`config.mk`:
```
export PLATFORM = sky130hd
export DESIGN_NAME = tag_lookup_16
export DESIGN_NICKNAME = d
export VERILOG_FILES = /design/src/rtl/tag_lookup_16.sv
export SDC_FILE = /design/constraint.sdc
export NUM_CORES = 1
export LEC_CHECK = 0
export BUFFER_PORTS_ARGS = -buffer_cell sky130_fd_sc_hd__buf_2
export CAP_MARGIN = 20
export CORE_AREA = 2 2 216 218
export DETAILED_ROUTE_END_ITERATION = 16
export DIE_AREA = 0 0 218 220
export PLACE_DENSITY = 0.78
export SLEW_MARGIN = 15
export SYNTH_ARGS = -nofsm -noshare
export SYNTH_HDL_FRONTEND = slang
export SYNTH_SLANG_ARGS = --single-unit
```
`constraint.sdc`:
```
create_clock -name clk -period 3.6 [get_ports clk]
set_clock_uncertainty 0.05 [all_clocks]
set_input_delay 0 -clock clk [delete_from_list [all_inputs] [get_ports clk]]
set_output_delay 0 -clock clk [all_outputs]
set_load 0.01 [all_outputs]
```
`src/rtl/tag_lookup_16.sv`:
```
// tag_lookup_16: 16-entry fully associative tag store with lowest-index hit
// reporting, single-outstanding miss refill, round-robin replacement and a
// sequential invalidate-all. TAG_BUS exposes every stored tag to a downstream
// 16:1 mux selected by HIT_INDEX.
module tag_lookup_16 #(
    parameter int TAG_W = 28
) (
    input  logic                 clk,
    input  logic                 reset,
    input  logic                 lookup_valid,
    input  logic [TAG_W-1:0]     lookup_tag,
    input  logic                 flush,
    input  logic                 miss_ack,
    output logic                 resp_valid,
    output logic                 hit,
    output logic [3:0]           hit_index,
    output logic [16*TAG_W-1:0]  tag_bus,
    output logic                 miss_req,
    output logic [TAG_W-1:0]     miss_tag,
    output logic                 busy
);

    typedef enum logic [1:0] {
        S_IDLE,
        S_MISS,
        S_FLUSH
    } state_t;

    state_t           state;
    logic [TAG_W-1:0] tags [16];
    logic [15:0]      valid;
    logic [3:0]       repl_ptr;
    logic [3:0]       flush_cnt;

    logic             match_found;
    logic [3:0]       match_idx;
    logic             inv_found;
    logic [3:0]       inv_idx;
    logic [3:0]       victim;

    // Parallel compare of the requested tag against every valid entry; the
    // descending scan leaves the lowest matching index as the winner.
    always_comb begin
        match_found = 1'b0;
        match_idx   = 4'd0;
        for (int i = 15; i >= 0; i--) begin
            if (valid[i] && (tags[i] == lookup_tag)) begin
                match_found = 1'b1;
                match_idx   = 4'(i);
            end
        end
    end

    // Victim selection: a free slot is always preferred over evicting, and
    // only when every slot is occupied does the round-robin pointer decide.
    always_comb begin
        inv_found = 1'b0;
        inv_idx   = 4'd0;
        for (int i = 15; i >= 0; i--) begin
            if (!valid[i]) begin
                inv_found = 1'b1;
                inv_idx   = 4'(i);
            end
        end
        victim = inv_found ? inv_idx : repl_ptr;
    end

    // Flatten the tag registers onto the mux input bus, entry 0 in the low bits.
    always_comb begin
        tag_bus = '0;
        for (int i = 0; i < 16; i++) begin
            tag_bus[TAG_W*i +: TAG_W] = tags[i];
        end
    end

    // Control FSM together with the storage it owns; every output is a
    // register so the downstream mux select never glitches.
    always_ff @(posedge clk or negedge reset) begin
        if (!reset) begin
            state      <= S_IDLE;
            valid      <= '0;
            for (int i = 0; i < 16; i++) begin
                tags[i] <= '0;
            end
            repl_ptr   <= 4'd0;
            flush_cnt  <= 4'd0;
            miss_tag   <= '0;
            resp_valid <= 1'b0;
            hit        <= 1'b0;
            hit_index  <= 4'd0;
            miss_req   <= 1'b0;
            busy       <= 1'b0;
        end else begin
            resp_valid <= 1'b0;
            case (state)
                S_IDLE: begin
                    if (flush) begin
                        state     <= S_FLUSH;
                        busy      <= 1'b1;
                        flush_cnt <= 4'd0;
                    end else if (lookup_valid) begin
                        resp_valid <= 1'b1;
                        hit        <= match_found;
                        hit_index  <= match_found ? match_idx : 4'd0;
                        if (!match_found) begin
                            miss_tag <= lookup_tag;
                            miss_req <= 1'b1;
                            busy     <= 1'b1;
                            state    <= S_MISS;
                        end
                    end
                end
                S_MISS: begin
                    if (miss_ack) begin
                        tags[victim]  <= miss_tag;
                        valid[victim] <= 1'b1;
                        resp_valid    <= 1'b1;
                        hit           <= 1'b1;
                        hit_index     <= victim;
                        miss_req      <= 1'b0;
                        busy          <= 1'b0;
                        state         <= S_IDLE;
                        if (!inv_found) begin
                            repl_ptr <= repl_ptr + 4'd1;
                        end
                    end
                end
                S_FLUSH: begin
                    valid[flush_cnt] <= 1'b0;
                    flush_cnt        <= flush_cnt + 4'd1;
                    if (flush_cnt == 4'd15) begin
                        state     <= S_IDLE;
                        busy      <= 1'b0;
                        repl_ptr  <= 4'd0;
                        flush_cnt <= 4'd0;
                    end
                end
                default: begin
                    state    <= S_IDLE;
                    busy     <= 1'b0;
                    miss_req <= 1'b0;
                end
            endcase
        end
    end

endmodule

```
==> impl_metrics.yaml <==
floorplanning:
  num_rows: 79
  design.core.area_um2: 45860
  initial_core_util_pct: 55.01
  die_x_um: 218
  die_y_um: 220
  die-area_um2: 47960
  pin_count: 517
finish:
  multi_input_area_um2: 11520
  utilization_pct: 66.27
  nNetsFinal: 2524
  final_cell_mix: "buf_2 (515), dfrtp_1 (509), mux2_2 (414), xnor2_1 (312), xor2_1 (125)"
  areaGrowthSynthToFinish_pct: 20.46
  final_common_cell: "buf_2"
  regArea_um2: 12760
  drive_gt1_share_pct: 44.88
  fillers: 3483
sta:
  setup_viol: 0
  worst_slew_pin_slew_ns: 1.270
  worst_hold_slack_ns: 0.03433
  rsz0062_at_grt: "no"
  hold_viol: 0
  fmax_ghz: 0.2893
  slew_headroom_pct: 15.32
  slew_violations: 0
  setup_tns_ns: 0
  fin_crit_sh_pct: 96.00
  fin_crit_ns: 3.456
clock_tree:
  postCtsSetupBuffers: 0
  clock_insertion_delay_worst_skew_ns: 0.62
  cts_buffers: 53
  cts_tree: "yes"
  clock-sinks: 510
  clockBufferDepth: 3
  clkTransAtPathRegs_ns: 0.06
  cts_root_buf: "clkbuf_16"
  htree_levels: 2
  post_cts_resize_count: 0
  cts-hold-fix-buffers: 11
logic_synthesis:
  ys.flop_type: "dfrtp_1"
  synth_cell_type_count: 59
  async_flop_share_pct: 100.0
  synth_area_leaders: "dfrtp_1 (51%), mux2_2 (18%), xnor2_1 (11%)"
  syn_area_um2: 25230
  synth.avg_cell_area_um2: 12.86
  yosysTopAreaCell: "dfrtp_1"
  syn_inst: 1962
  yosysTopAreaCellShare_pct: 50.58
  synth_seq_cells: 510
  synth_enable_flop_cells: 0
  synth-seq-area-share_pct: 50.58
  ys.warnings.count: 0
  syn_nets: 2000
worst_setup_path:
  r2r-end: "busy$_DFFE_PN0P_"
  cp.required_ns: 4.05
  r2r-start: "tag_bus[15]$_DFFE_PN0P_"
  cp-start-kind: "flop"
  r2r_cells: 10
  path_max_fanout: 3
  worstSetupPathType: "reg2reg"
  critPathArrivalTime_ns: 3.90
  r2r_slack_ns: 0.14
  end_kind: "flop"
place:
  hpwl_mm: 74.74
  gp_congestion: 1.003
  io_buffers: 516
route:
  routed_wl_mm: 102.2
  route.met2.wl_mm: 47.25
  dr.pass1.iters: 5
  wire_per_inst_um: 32.58
  final_antenna_net_count: 0
  drt-initial-drc-count: 1995
  wl_met3_mm: 9.209
  top_layer_used: "met4"
  via_per_inst: 6.229
  wl_met1_mm: 38.14
  drc: 0
  num_vias: 19539
pwr:
  vdd_drop_max_mv: 0.3862
  leakage_nw: 15.99
  p_per_area_nw_per_um2: 502.9
  power_mw: 15.29
worst_hold_path:
  hold_depth: 3
  min_to: "miss_tag[6]$_DFFE_PN0P_"
  hold_class: "in2reg"
  hold_start: "lookup_tag[6]"
global_routing:
  global_route.overflow_total: 0
  grt_max_degree: 106
  grt_pass1_vias: 19543
  grt_pass1_wl_mm: 142.4
  grt.total_usage_pct: 42.29
  antenna_found_initial: 0
flow_run:
  drv_cap: 0
outcome:
  status: "finished clean"
## Yosys cell counts, drive strengths merged, types with 3 or more instances
master	n
nor3	5
inv	21
ha	5
a21oi	13
clkbuf	32
nand2b	10
dfrtp	510
xnor2	312
a21o	6
and3	3
nor2b	10
a22oi	4
nand4	85
o21ai	18
and2	5
nand3	16
o2111ai	4
nor4	53
a2111oi	5
a31oi	3
xor2	125
nand2	80
buf	106
nor2	26
mux2	477
## power by group
part / switching, mW / internal, mW
logic: 1.18 / 0.819
registers: 1.61 / 6.02
clock network: 2.39 / 3.26
## per-layer routing
layer	vias to the layer above	track usage (%)
met5	-	0
met4	0	27.17
met3	316	8.861
met2	1229	67.14
met1	10105	52.79
li1	7889	-
## worst max path at each step
stage	startpoint	endpoint
3_3_place_gp	lookup_tag[15]	miss_tag[0]$_DFFE_PN0P_
2_1_floorplan	valid[8]$_DFFE_PN0P_	tag_bus[298]$_DFFE_PN0P_
6_report	tag_bus[15]$_DFFE_PN0P_	busy$_DFFE_PN0P_
5_1_grt	tag_bus[15]$_DFFE_PN0P_	busy$_DFFE_PN0P_
4_1_cts	tag_bus[15]$_DFFE_PN0P_	busy$_DFFE_PN0P_
3_5_place_dp	lookup_tag[15]	miss_tag[27]$_DFFE_PN0P_
## area by class of cell
type / count / area share [%]
multi-input combinational: 1293 / 37.89
inverter: 21 / 0.2593
tap: 607 / 2.499
clock inverter: 14 / 0.4405
clock buffer: 84 / 5.409
timing repair buffer: 607 / 11.50
antenna: 1 / 0.008233
sequential: 510 / 41.99
## kinds of logic after synthesis
logic type | synth area share [%]
AOI/OAI and AO/OA | 2.098
xor gates and xnor gates | 15.17
adders and majority gates | 0.2479
buffers and inverters | 3.848
DFF | 50.58
muxes | 21.56
and+or+nand+nor | 6.501
## registers in the layout, summed over array words and instances, names as in the netlist
signal,flops
state,2
repl_ptr,4
resp_valid,1
flush_cnt,4
hit,1
busy,1
miss_tag,28
tag_bus,448
miss_req,1
hit_index,4
valid,16
## critical path, stage by stage (launching register included)
cell,delay [ns]
dfrtp_1,0.40
xnor2_1,0.37
nand2_1,0.09
a2111oi_0,0.78
nand4_1,0.40
nand4_1,0.27
nor4_2,0.08
buf_4,0.16
nand3_1,0.08
o211ai_1,0.08
dlygate4sd3_1,0.58
## through the flow
stage | instance area [um^2] | std cells | worst slack [ns]
floorplan | 25230 | 1962 | 1.070
global placement | 28480 | 3027 | 0.2182
detailed placement | 28490 | 3027 | 0.1699
CTS | 30390 | 3136 | 0.1649
global route | 30390 | 3136 | 0.03816
finish | 30390 | 3137 | 0.1439
Power figures use the tool's default switching activity.
